### config.mk
export PLATFORM = sky130hd
export DESIGN_NAME = add64_slice_arbiter
export DESIGN_NICKNAME = d
export VERILOG_FILES = /design/src/rtl/add64_slice_arbiter.sv
export SDC_FILE = /design/constraint.sdc
export NUM_CORES = 1
export LEC_CHECK = 0
export BUFFER_PORTS_ARGS = -buffer_cell sky130_fd_sc_hd__buf_2
export CAP_MARGIN = 20
export CORE_AREA = 10 10 161 163
export DETAILED_ROUTE_END_ITERATION = 12
export DIE_AREA = 0 0 171 173
export PLACE_DENSITY = 0.75
export SLEW_MARGIN = 20
export SYNTH_ARGS = -nofsm -noshare
export SYNTH_HDL_FRONTEND = slang
export SYNTH_SLANG_ARGS = --single-unit
### constraint.sdc
create_clock -name clk -period 4.1 [get_ports clk]
set_clock_uncertainty 0.2 [all_clocks]
set_input_delay 0.615 -clock clk [delete_from_list [all_inputs] [get_ports clk]]
set_output_delay 0.615 -clock clk [all_outputs]
set_load 0.005 [all_outputs]
### src/rtl/add64_slice_arbiter.sv
// Two-requester round-robin front end for one shared 32-bit adder slice; each 64-bit add runs low word then high word.
// Optional macro ADD64_SLICE_ARB_SUB_EN adds per-request subtract (a - b) inputs req0_sub / req1_sub.
module add64_slice_arbiter #(
  parameter int W_SLICE = 32
) (
`ifdef ADD64_SLICE_ARB_SUB_EN
  input  logic                 req0_sub,
  input  logic                 req1_sub,
`endif
  input  logic                 clk,
  input  logic                 rst,
  input  logic                 req0_valid,
  output logic                 req0_ready,
  input  logic [2*W_SLICE-1:0] req0_a,
  input  logic [2*W_SLICE-1:0] req0_b,
  input  logic                 req0_cin,
  input  logic                 req1_valid,
  output logic                 req1_ready,
  input  logic [2*W_SLICE-1:0] req1_a,
  input  logic [2*W_SLICE-1:0] req1_b,
  input  logic                 req1_cin,
  output logic [W_SLICE-1:0]   slice_a,
  output logic [W_SLICE-1:0]   slice_b,
  output logic                 slice_cin,
  input  logic [W_SLICE-1:0]   slice_sum,
  input  logic                 slice_cout,
  output logic                 res_valid,
  input  logic                 res_ready,
  output logic [2*W_SLICE-1:0] res_sum,
  output logic                 res_cout,
  output logic                 res_id
);
  localparam int W = 2 * W_SLICE;

  typedef enum logic [1:0] {IDLE, LO, HI, RESP} state_t;

  state_t             r_state;
  state_t             w_state_nxt;
  logic [W-1:0]       r_a;
  logic [W-1:0]       r_b;
  logic [W-1:0]       r_sum;
  logic               r_cin;
  logic               r_carry_mid;
  logic               r_cout;
  logic               r_id;
  logic               r_last_grant;
  logic               w_grant;
  logic               w_accept;
  logic               w_sub;
  logic [W_SLICE-1:0] w_b_lo;
  logic [W_SLICE-1:0] w_b_hi;

`ifdef ADD64_SLICE_ARB_SUB_EN
  logic r_sub;

  always_ff @(posedge clk) begin
    if (rst) begin
      r_sub <= 1'b0;
    end else if (w_accept) begin
      r_sub <= w_grant ? req1_sub : req0_sub;
    end
  end

  assign w_sub = r_sub;
`else
  assign w_sub = 1'b0;
`endif

  // Subtract is a + ~b + 1: invert b in both passes, force the low-pass carry-in.
  assign w_b_lo = r_b[W_SLICE-1:0] ^ {W_SLICE{w_sub}};
  assign w_b_hi = r_b[W-1:W_SLICE] ^ {W_SLICE{w_sub}};

  always_comb begin
    w_state_nxt = r_state;
    req0_ready  = 1'b0;
    req1_ready  = 1'b0;
    w_grant     = 1'b0;
    w_accept    = 1'b0;
    slice_a     = '0;
    slice_b     = '0;
    slice_cin   = 1'b0;
    case (r_state)
      IDLE: begin
        // On a tie, the requester that did not win last time goes first.
        if (req0_valid && (!req1_valid || r_last_grant)) begin
          req0_ready = 1'b1;
          w_accept   = 1'b1;
          w_grant    = 1'b0;
        end else if (req1_valid) begin
          req1_ready = 1'b1;
          w_accept   = 1'b1;
          w_grant    = 1'b1;
        end
        if (w_accept) w_state_nxt = LO;
      end
      LO: begin
        slice_a     = r_a[W_SLICE-1:0];
        slice_b     = w_b_lo;
        slice_cin   = r_cin | w_sub;
        w_state_nxt = HI;
      end
      HI: begin
        slice_a     = r_a[W-1:W_SLICE];
        slice_b     = w_b_hi;
        slice_cin   = r_carry_mid;
        w_state_nxt = RESP;
      end
      RESP: begin
        if (res_ready) w_state_nxt = IDLE;
      end
      default: w_state_nxt = IDLE;
    endcase
  end

  always_ff @(posedge clk) begin
    if (rst) begin
      r_state      <= IDLE;
      r_a          <= '0;
      r_b          <= '0;
      r_cin        <= 1'b0;
      r_sum        <= '0;
      r_carry_mid  <= 1'b0;
      r_cout       <= 1'b0;
      r_id         <= 1'b0;
      r_last_grant <= 1'b1;
    end else begin
      r_state <= w_state_nxt;
      if (w_accept) begin
        r_a          <= w_grant ? req1_a   : req0_a;
        r_b          <= w_grant ? req1_b   : req0_b;
        r_cin        <= w_grant ? req1_cin : req0_cin;
        r_id         <= w_grant;
        r_last_grant <= w_grant;
      end
      if (r_state == LO) begin
        r_sum[W_SLICE-1:0] <= slice_sum;
        r_carry_mid        <= slice_cout;
      end
      if (r_state == HI) begin
        r_sum[W-1:W_SLICE] <= slice_sum;
        r_cout             <= slice_cout;
      end
    end
  end

  assign res_valid = (r_state == RESP);
  assign res_sum   = r_sum;
  assign res_cout  = r_cout;
  assign res_id    = r_id;

endmodule

==> results.json, run 1 <==
{
  "use_met3_pct": 8.31,
  "path_clk_slew_ns": 0.08,
  "pwr_density_cell_nw_per_um2": 628,
  "crit_chain": "inv_1, ha_2, buf_4, a22oi_1, nor2b_1, buf_2",
  "pin_count": 430,
  "ys_seq_elements": 199,
  "r2r_cells": 6,
  "path_max_fanout": 26,
  "p_leak_nw": 5.60,
  "chipHeight_um": 173,
  "synth_common_cells": "dfxtp_1 (199), inv_1 (132), a2111oi_0 (128), o21ai_0 (106), a211oi_1 (105)",
  "drive_above_1_share_pct": 33.1,
  "dp_hpwl_um": 27500,
  "antenna_found_initial": 9,
  "cts_buffer_depth": 2,
  "status": "completed",
  "postRouteAntennaNets": 0,
  "fp.dieW_um": 171,
  "critPathKind": "reg -> out",
  "placed_area_sq_um": 12000,
  "synth-edff-count": 0,
  "rsz0062_at_grt": "no",
  "netlist.area_leader.share_pct": 40.3,
  "postCtsSetupRepairBufs": 0,
  "finalHoldViolations": 0,
  "drt_first_iter_violations": 1133,
  "grt_pass1_wl_um": 59500,
  "crit_path_end_kind": "primary output",
  "max_freq_ghz": 0.306,
  "first_pass_iters": 5,
  "num-fill-cells": 2079,
  "finalSetupTns_ns": 0,
  "portBuffers": 429,
  "crit_slowest_cell": "ha_2",
  "nets": 1770,
  "cts.sink_count": 199,
  "synthesis.area_sq_um": 9880,
  "syn_to_final_growth_pct": 27.9,
  "hold_depth": 3,
  "slew_headroom_pct": 33.2,
  "gp_congestion": 0.848,
  "async_reset_ff_share_pct": 0,
  "drc_errors": 0,
  "finalMaxSlewViolations": 0,
  "rows": 55,
  "cts.hold.buffers_added": 0,
  "track_usage_pct": 24.9,
  "period_minus_slack_ns": 3.27,
  "cts_buffers": 17,
  "num_vias": 10400,
  "yosys_most_used_dff": "dfxtp_1",
  "met1_usage_pct": 29.5,
  "cts_resized": 0,
  "grt_overflow_total": 0,
  "routed_wl_um": 39300,
  "die_area_sq_um": 29600,
  "grt_pass1_vias": 10300,
  "tightest_slew_ns": 1.00,
  "cts_tree": "yes",
  "wire_per_inst_um": 22.2,
  "synth_area_leaders": "dfxtp_1 (40%), a2111oi_0 (11%), a211oi_1 (8.0%)",
  "ys_seq_area_share_pct": 40.3,
  "design_area_sq_um": 12600,
  "routed_via_density": 5.88,
  "start_util_pct": 43.8,
  "yosys.area.top_type": "dfxtp_1",
  "yosysUniqueCellTypes": 29,
  "drv_cap": 0,
  "synth_cells": 1139,
  "syn_area_per_cell_sq_um": 8.67,
  "critPathLaunchType": "flop",
  "setup_violations": 0,
  "worstPathArrival_ns": 2.45,
  "critical-path-max-stage-delay_ns": 0.62,
  "vdd_drop_max_mv": 0.433,
  "grt_max_degree": 130,
  "syn-num-nets": 1440,
  "htree_levels": 4,
  "clockRootBuffer": "clkbuf_16",
  "yosysWarnings": 0,
  "clk_latency_ns": 0.43,
  "coreArea_sq_um": 22600,
  "grtUsageMet2_pct": 41.1,
  "worstPathRequired_ns": 3.28,
  "fin_crit_sh_pct": 79.7,
  "hp-class": "in -> reg",
  "synth.most_common_cell": "dfxtp_1",
  "top_usage_layer": "met2"
}
area by class of cell:
cell class | instances | area [sq um] | area share [%]
diodes | 6 | 15.0 | 0.119
multi-input cells | 670 | 4790 | 37.9
well taps | 285 | 357 | 2.82
clock buffers | 17 | 425 | 3.37
flip-flops and latches | 199 | 3980 | 31.5
inverters | 135 | 510 | 4.04
repair buffers | 446 | 2340 | 18.5
clock inverters | 15 | 214 | 1.69
state kept, by name (all words and copies together) (netlist names):
name and flops:
r_b 64, r_carry_mid 1, r_cin 1, res_cout 1, res_id 1, r_state 2, r_last_grant 1, res_sum 64
r_a 64
report_power, final:
group / switching [W] / total [W] / internal [W]
clock: 0.000942 / 0.00180 / 0.000862
sequential: 0.000348 / 0.00289 / 0.00255
combinational: 0.00199 / 0.00323 / 0.00124
total: 0.00328 / 0.00793 / 0.00465
cells by family after synthesis:
logic type      count (synthesis)  share of synthesized area (%)
mux                            67                           6.79
flops                         199                           40.3
compound gates                435                           32.7
fa+ha+maj                       5                          0.633
simple gates                  163                           8.06
buf+inv                       270                           11.5
per-layer routing:
layer | wire [um] | vias up | part of all wire (%)
li1 | - | 4855 | -
met1 | 15300 | 4951 | 39
met2 | 18900 | 551 | 48
met3 | 4110 | 65 | 10
met4 | 928 | 4 | 2.4
met5 | 27 | - | 0.069
placed cells by master (no fill, tap or decap), types with 5 or more instances in the layout:
cell / Yosys / final
inv_1: 132 / 132
buf_2: 17 / 428
buf_4: 3 / 13
buf_12: 0 / 5
a2111oi_0: 128 / 128
clkbuf_16: 0 / 17
clkinv_8: 0 / 5
a2111oi_1: 23 / 23
inv_12: 0 / 5
dfxtp_1: 199 / 199
a211oi_1: 105 / 105
o21ai_0: 106 / 106
diode_2: 0 / 6
mux2i_1: 67 / 67
nor2b_1: 66 / 66
nor2_1: 90 / 90
a22oi_1: 65 / 65
critical path, delay by kind of cell (launching register included):
kind	cells	cell delay, ns
simple gates	1	0.24
flops	1	0.37
compound gates	1	0.10
buf+inv	3	0.68
fa+ha+maj	1	0.62
final timing paths:
kind | from | slack, ns | end
hold reg to reg | res_sum[24] | 0.30 | res_sum[24]
hold / removal | req1_a[8] | 0.20 | r_a[8]
setup / recovery | r_state[0] | 0.83 | slice_a[0]
setup reg to reg | r_state[0] | 1.34 | r_b[34]
stage by stage:
stage	hold WS, ns	std cells	setup WS (ns)	power (W)	utilization, %
finish	0.203	1773	0.833	0.00793	56.0
floorplan	0.261	1139	1.93	0.00499	-
global route	0.196	1772	0.702	0.00842	56.0
CTS	0.189	1767	0.825	0.00795	55.9
global placement	0.268	1735	1.18	0.00608	53.1
detailed placement	0.278	1735	1.17	0.00615	53.1
Note: power is estimated with default switching activity, not from simulation.
==> run 2, diff against run 1 <==
CORE_AREA = 10 10 159 161   (was 10 10 161 163)
DIE_AREA = 0 0 169 171   (was 0 0 171 173)
PLACE_DENSITY = 0.77   (was 0.75)
clock period = 3.4 ns   (was 4.1 ns; I/O delays follow)
==> results.json, run 2 (synthesis results as in run 1) <==
{
  "wire_per_inst_um": 21.9,
  "clk_latency_ns": 0.43,
  "max_freq_ghz": 0.326,
  "cts_buffers": 17,
  "grt_overflow_total": 0,
  "cts_tree": "yes",
  "first_pass_iters": 5,
  "crit_path_end_kind": "primary output",
  "finalNonFillerCells": 1783,
  "cts_resized": 0,
  "critPathLaunchType": "flop",
  "syn_to_final_growth_pct": 29.4,
  "routed_wl_um": 39100,
  "rsz0062_at_grt": "no",
  "setup_violations": 0,
  "chipHeight_um": 171,
  "dp_hpwl_um": 27700,
  "critPathKind": "reg -> out",
  "cts.sink_count": 199,
  "slew_headroom_pct": 33.5,
  "track_usage_pct": 25.2,
  "final_common_cell": "buf_2",
  "period_minus_slack_ns": 3.06,
  "drt_first_iter_violations": 1350,
  "path_max_fanout": 39,
  "antenna_found_initial": 9,
  "pin_count": 430,
  "finalHoldViolations": 0,
  "grt_pass1_vias": 10500,
  "vdd_drop_max_mv": 0.454,
  "pwr_density_cell_nw_per_um2": 760,
  "portBuffers": 429,
  "postCtsSetupRepairBufs": 0,
  "postRouteAntennaNets": 0,
  "reg2reg_slack_ns": 0.68,
  "drive_above_1_share_pct": 33.6,
  "dp_slack_ns": 0.752,
  "setup_slack_ns": 0.337,
  "start_util_pct": 44.4,
  "fp.dieW_um": 169,
  "worstPathRequired_ns": 2.69,
  "finalMaxSlewViolations": 0,
  "grt_pass1_wl_um": 59200,
  "status": "completed",
  "cts.hold.buffers_added": 0,
  "htree_levels": 4,
  "die_area_sq_um": 28900,
  "nets": 1780,
  "worstPathArrival_ns": 2.35,
  "hp-class": "in -> reg",
  "dp.cells": 1745,
  "routed_via_density": 5.94,
  "fin_crit_sh_pct": 90.1,
  "drv_cap": 0,
  "drc_errors": 0,
  "timing.hold.ws_ns": 0.102,
  "finalSetupTns_ns": 0,
  "final_cell_mix": "buf_2 (428), dfxtp_1 (199), inv_1 (132), a2111oi_0 (128), o21ai_0 (106)",
  "tightest_slew_ns": 0.997,
  "coreArea_sq_um": 22200,
  "grt_max_degree": 92,
  "cts_buffer_depth": 2,
  "num_vias": 10600,
  "path_clk_slew_ns": 0.09,
  "clockRootBuffer": "clkbuf_16",
  "p_leak_nw": 5.67,
  "gp_congestion": 0.870,
  "num-fill-cells": 2005,
  "rows": 55
}
-- run 2: worst max-delay path: stages (launching register included) --
cell     delay (ns)
dfxtp_1        0.37
inv_1          0.13
ha_2           0.65
buf_12         0.32
a22oi_1        0.10
nor2b_1        0.18
buf_2          0.15
-- run 2: power breakdown --
part,internal (W),switching [W],total (W)
sequential,0.00307,0.000410,0.00348
combinational,0.00160,0.00242,0.00403
clock,0.00110,0.00111,0.00221
total,0.00577,0.00394,0.00971
-- run 2: metrics by stage --
stage	total power (W)	area [sq um]	utilization [%]
2_1_floorplan	0.00602	9880	-
3_3_place_gp	0.00741	12100	54.5
3_5_place_dp	0.00750	12100	54.5
4_1_cts	0.00972	12800	57.4
5_1_grt	0.0103	12800	57.5
6_report	0.00971	12800	57.5
-- run 2: path summary, 6_finish.rpt --
| kind | startpoint | to | depth (start not counted) |
|---|---|---|---|
| worst min-delay path | req1_b[59] | r_b[59] | 3 |
| worst max register to register | r_state[0] | r_a[24] | 6 |
| worst max-delay path | r_state[0] | slice_cin | 6 |
| worst min register to register | res_id | res_id | 2 |
-- run 2: layout make-up --
type | count | area [sq um] | area share [%]
Clock buffer | 17 | 425 | 3.33
Clock inverter | 15 | 233 | 1.82
Timing Repair Buffer | 456 | 2460 | 19.3
Multi-Input combinational cell | 670 | 4790 | 37.5
Sequential cell | 199 | 3980 | 31.2
Tap cell | 285 | 357 | 2.79
Antenna cell | 6 | 15.0 | 0.117
Inverter | 135 | 510 | 3.99
-- run 2: routing by layer --
layer | vias to the layer above | GRT usage, % | share of wire (%)
met2 | 640 | 40.5 | 47
met3 | 79 | 9.29 | 11
met5 | - | 0 | 0.087
met4 | 6 | 8.52 | 2.5
met1 | 5006 | 30.5 | 39
li1 | 4859 | - | -
==> run 3, diff against run 2 <==
CORE_AREA = 2 2 165 167   (was 10 10 159 161)
CTS_CLUSTER_DIAMETER = 60   (was unset)
DIE_AREA = 0 0 167 169   (was 0 0 169 171)
PLACE_DENSITY = 0.66   (was 0.77)
==> results.json, run 3 (synthesis results as in run 1) <==
{
  "htree_levels": 4,
  "setup_violations": 0,
  "design_area_sq_um": 12900,
  "finalMaxSlewViolations": 0,
  "num-fill-cells": 2651,
  "fin_crit_sh_pct": 89.5,
  "placed_area_sq_um": 12200,
  "wire_per_inst_um": 20.0,
  "coreArea_sq_um": 26500,
  "vdd_drop_max_mv": 0.376,
  "nets": 1779,
  "grt_pass1_vias": 9808,
  "path_clk_slew_ns": 0.09,
  "clk_latency_ns": 0.43,
  "drive_above_1_share_pct": 33.5,
  "first_pass_iters": 6,
  "chipHeight_um": 169,
  "dp_hpwl_um": 25000,
  "drc_errors": 0,
  "cts_buffers": 17,
  "timing.hold.ws_ns": 0.106,
  "slew_headroom_pct": 34.3,
  "pin_count": 430,
  "cts_tree": "yes",
  "rsz0062_at_grt": "no",
  "hp-class": "in -> reg",
  "clockRootBuffer": "clkbuf_16",
  "portBuffers": 429,
  "tightest_slew_ns": 0.985,
  "track_usage_pct": 24.8,
  "finalSetupTns_ns": 0,
  "rows": 60,
  "cts.hold.buffers_added": 0,
  "pwr_density_cell_nw_per_um2": 756,
  "grt_pass1_wl_um": 56100,
  "gp_congestion": 0.871,
  "grt_overflow_total": 0,
  "worstPathRequired_ns": 2.69,
  "syn_to_final_growth_pct": 30.2,
  "cts_buffer_depth": 2,
  "cts.sink_count": 199,
  "start_util_pct": 37.3,
  "drv_cap": 0,
  "routed_wl_um": 36800,
  "die_area_sq_um": 28200,
  "grt_max_degree": 130,
  "final_common_cell": "buf_2",
  "fp.dieW_um": 167,
  "drt_first_iter_violations": 812,
  "postRouteAntennaNets": 0,
  "critPathKind": "reg -> out",
  "crit_path_end_kind": "primary output",
  "finalHoldViolations": 0,
  "final_cell_mix": "buf_2 (428), dfxtp_1 (199), inv_1 (132), a2111oi_0 (128), o21ai_0 (106)",
  "status": "completed",
  "max_freq_ghz": 0.329,
  "critPathLaunchType": "flop",
  "cts_resized": 0,
  "worstPathArrival_ns": 2.33,
  "antenna_found_initial": 9,
  "p_leak_nw": 5.67,
  "num_vias": 10400,
  "period_minus_slack_ns": 3.04,
  "path_max_fanout": 28,
  "routed_via_density": 5.63,
  "postCtsSetupRepairBufs": 0
}
-- run 3: cell types whose count changed in the layout (fill, tap and decap cells not counted) --
cell      change
buf_4         -2
diode_2       +2
buf_12        +1
clkinv_2      +1
inv_2         -1
-- run 3: path summary, 6_finish.rpt --
check,start,end,slack (ns),cells after the start
setup / recovery,r_state[0],slice_b[12],0.36,5
hold / removal,req1_a[15],r_a[15],0.11,3
setup reg to reg,r_state[0],r_b[17],0.76,6
hold reg to reg,res_id,res_id,0.28,2
-- run 3: cell type report --
cell class / count / area (sq um) / share of cell area (%)
repair buffers: 455 / 2470 / 19.2
clock buffers: 17 / 425 / 3.31
diodes: 8 / 20.0 / 0.156
well taps: 341 / 427 / 3.32
clock inverters: 15 / 233 / 1.81
multi-input cells: 670 / 4790 / 37.2
flip-flops and latches: 199 / 3980 / 31.0
inverters: 135 / 512 / 3.98
-- run 3: per-stage QoR --
step / setup WS, ns / util [%] / power, W / std cells
2_1_floorplan: 1.34 / - / 0.00602 / 1139
3_3_place_gp: 0.856 / 46.0 / 0.00748 / 1800
3_5_place_dp: 0.762 / 46.0 / 0.00754 / 1800
4_1_cts: 0.331 / 48.5 / 0.00978 / 1832
5_1_grt: 0.179 / 48.5 / 0.0103 / 1838
6_report: 0.356 / 48.5 / 0.00972 / 1840
-- run 3: power breakdown --
group	leakage [nW]	total [W]	switching [W]	internal [W]
Sequential	1.64	0.00352	0.000453	0.00307
Clock	0.315	0.00221	0.00111	0.00110
Combinational	3.72	0.00398	0.00238	0.00160
-- run 3: worst max-delay path, cell delays in order (launching register included) --
cell and delay [ns]:
dfxtp_1 0.44, inv_1 0.12, ha_2 0.73, buf_4 0.33, nor2b_1 0.16, buf_2 0.12
-- run 3: metal layers --
layer	wire length [um]	GRT usage (%)	vias up	share of wire, %
met5	24	0	-	0.065
met3	3010	7.06	62	8.2
li1	-	-	4880	-
met2	17600	41.2	516	48
met4	976	8.77	4	2.7
met1	15200	30.9	4894	41
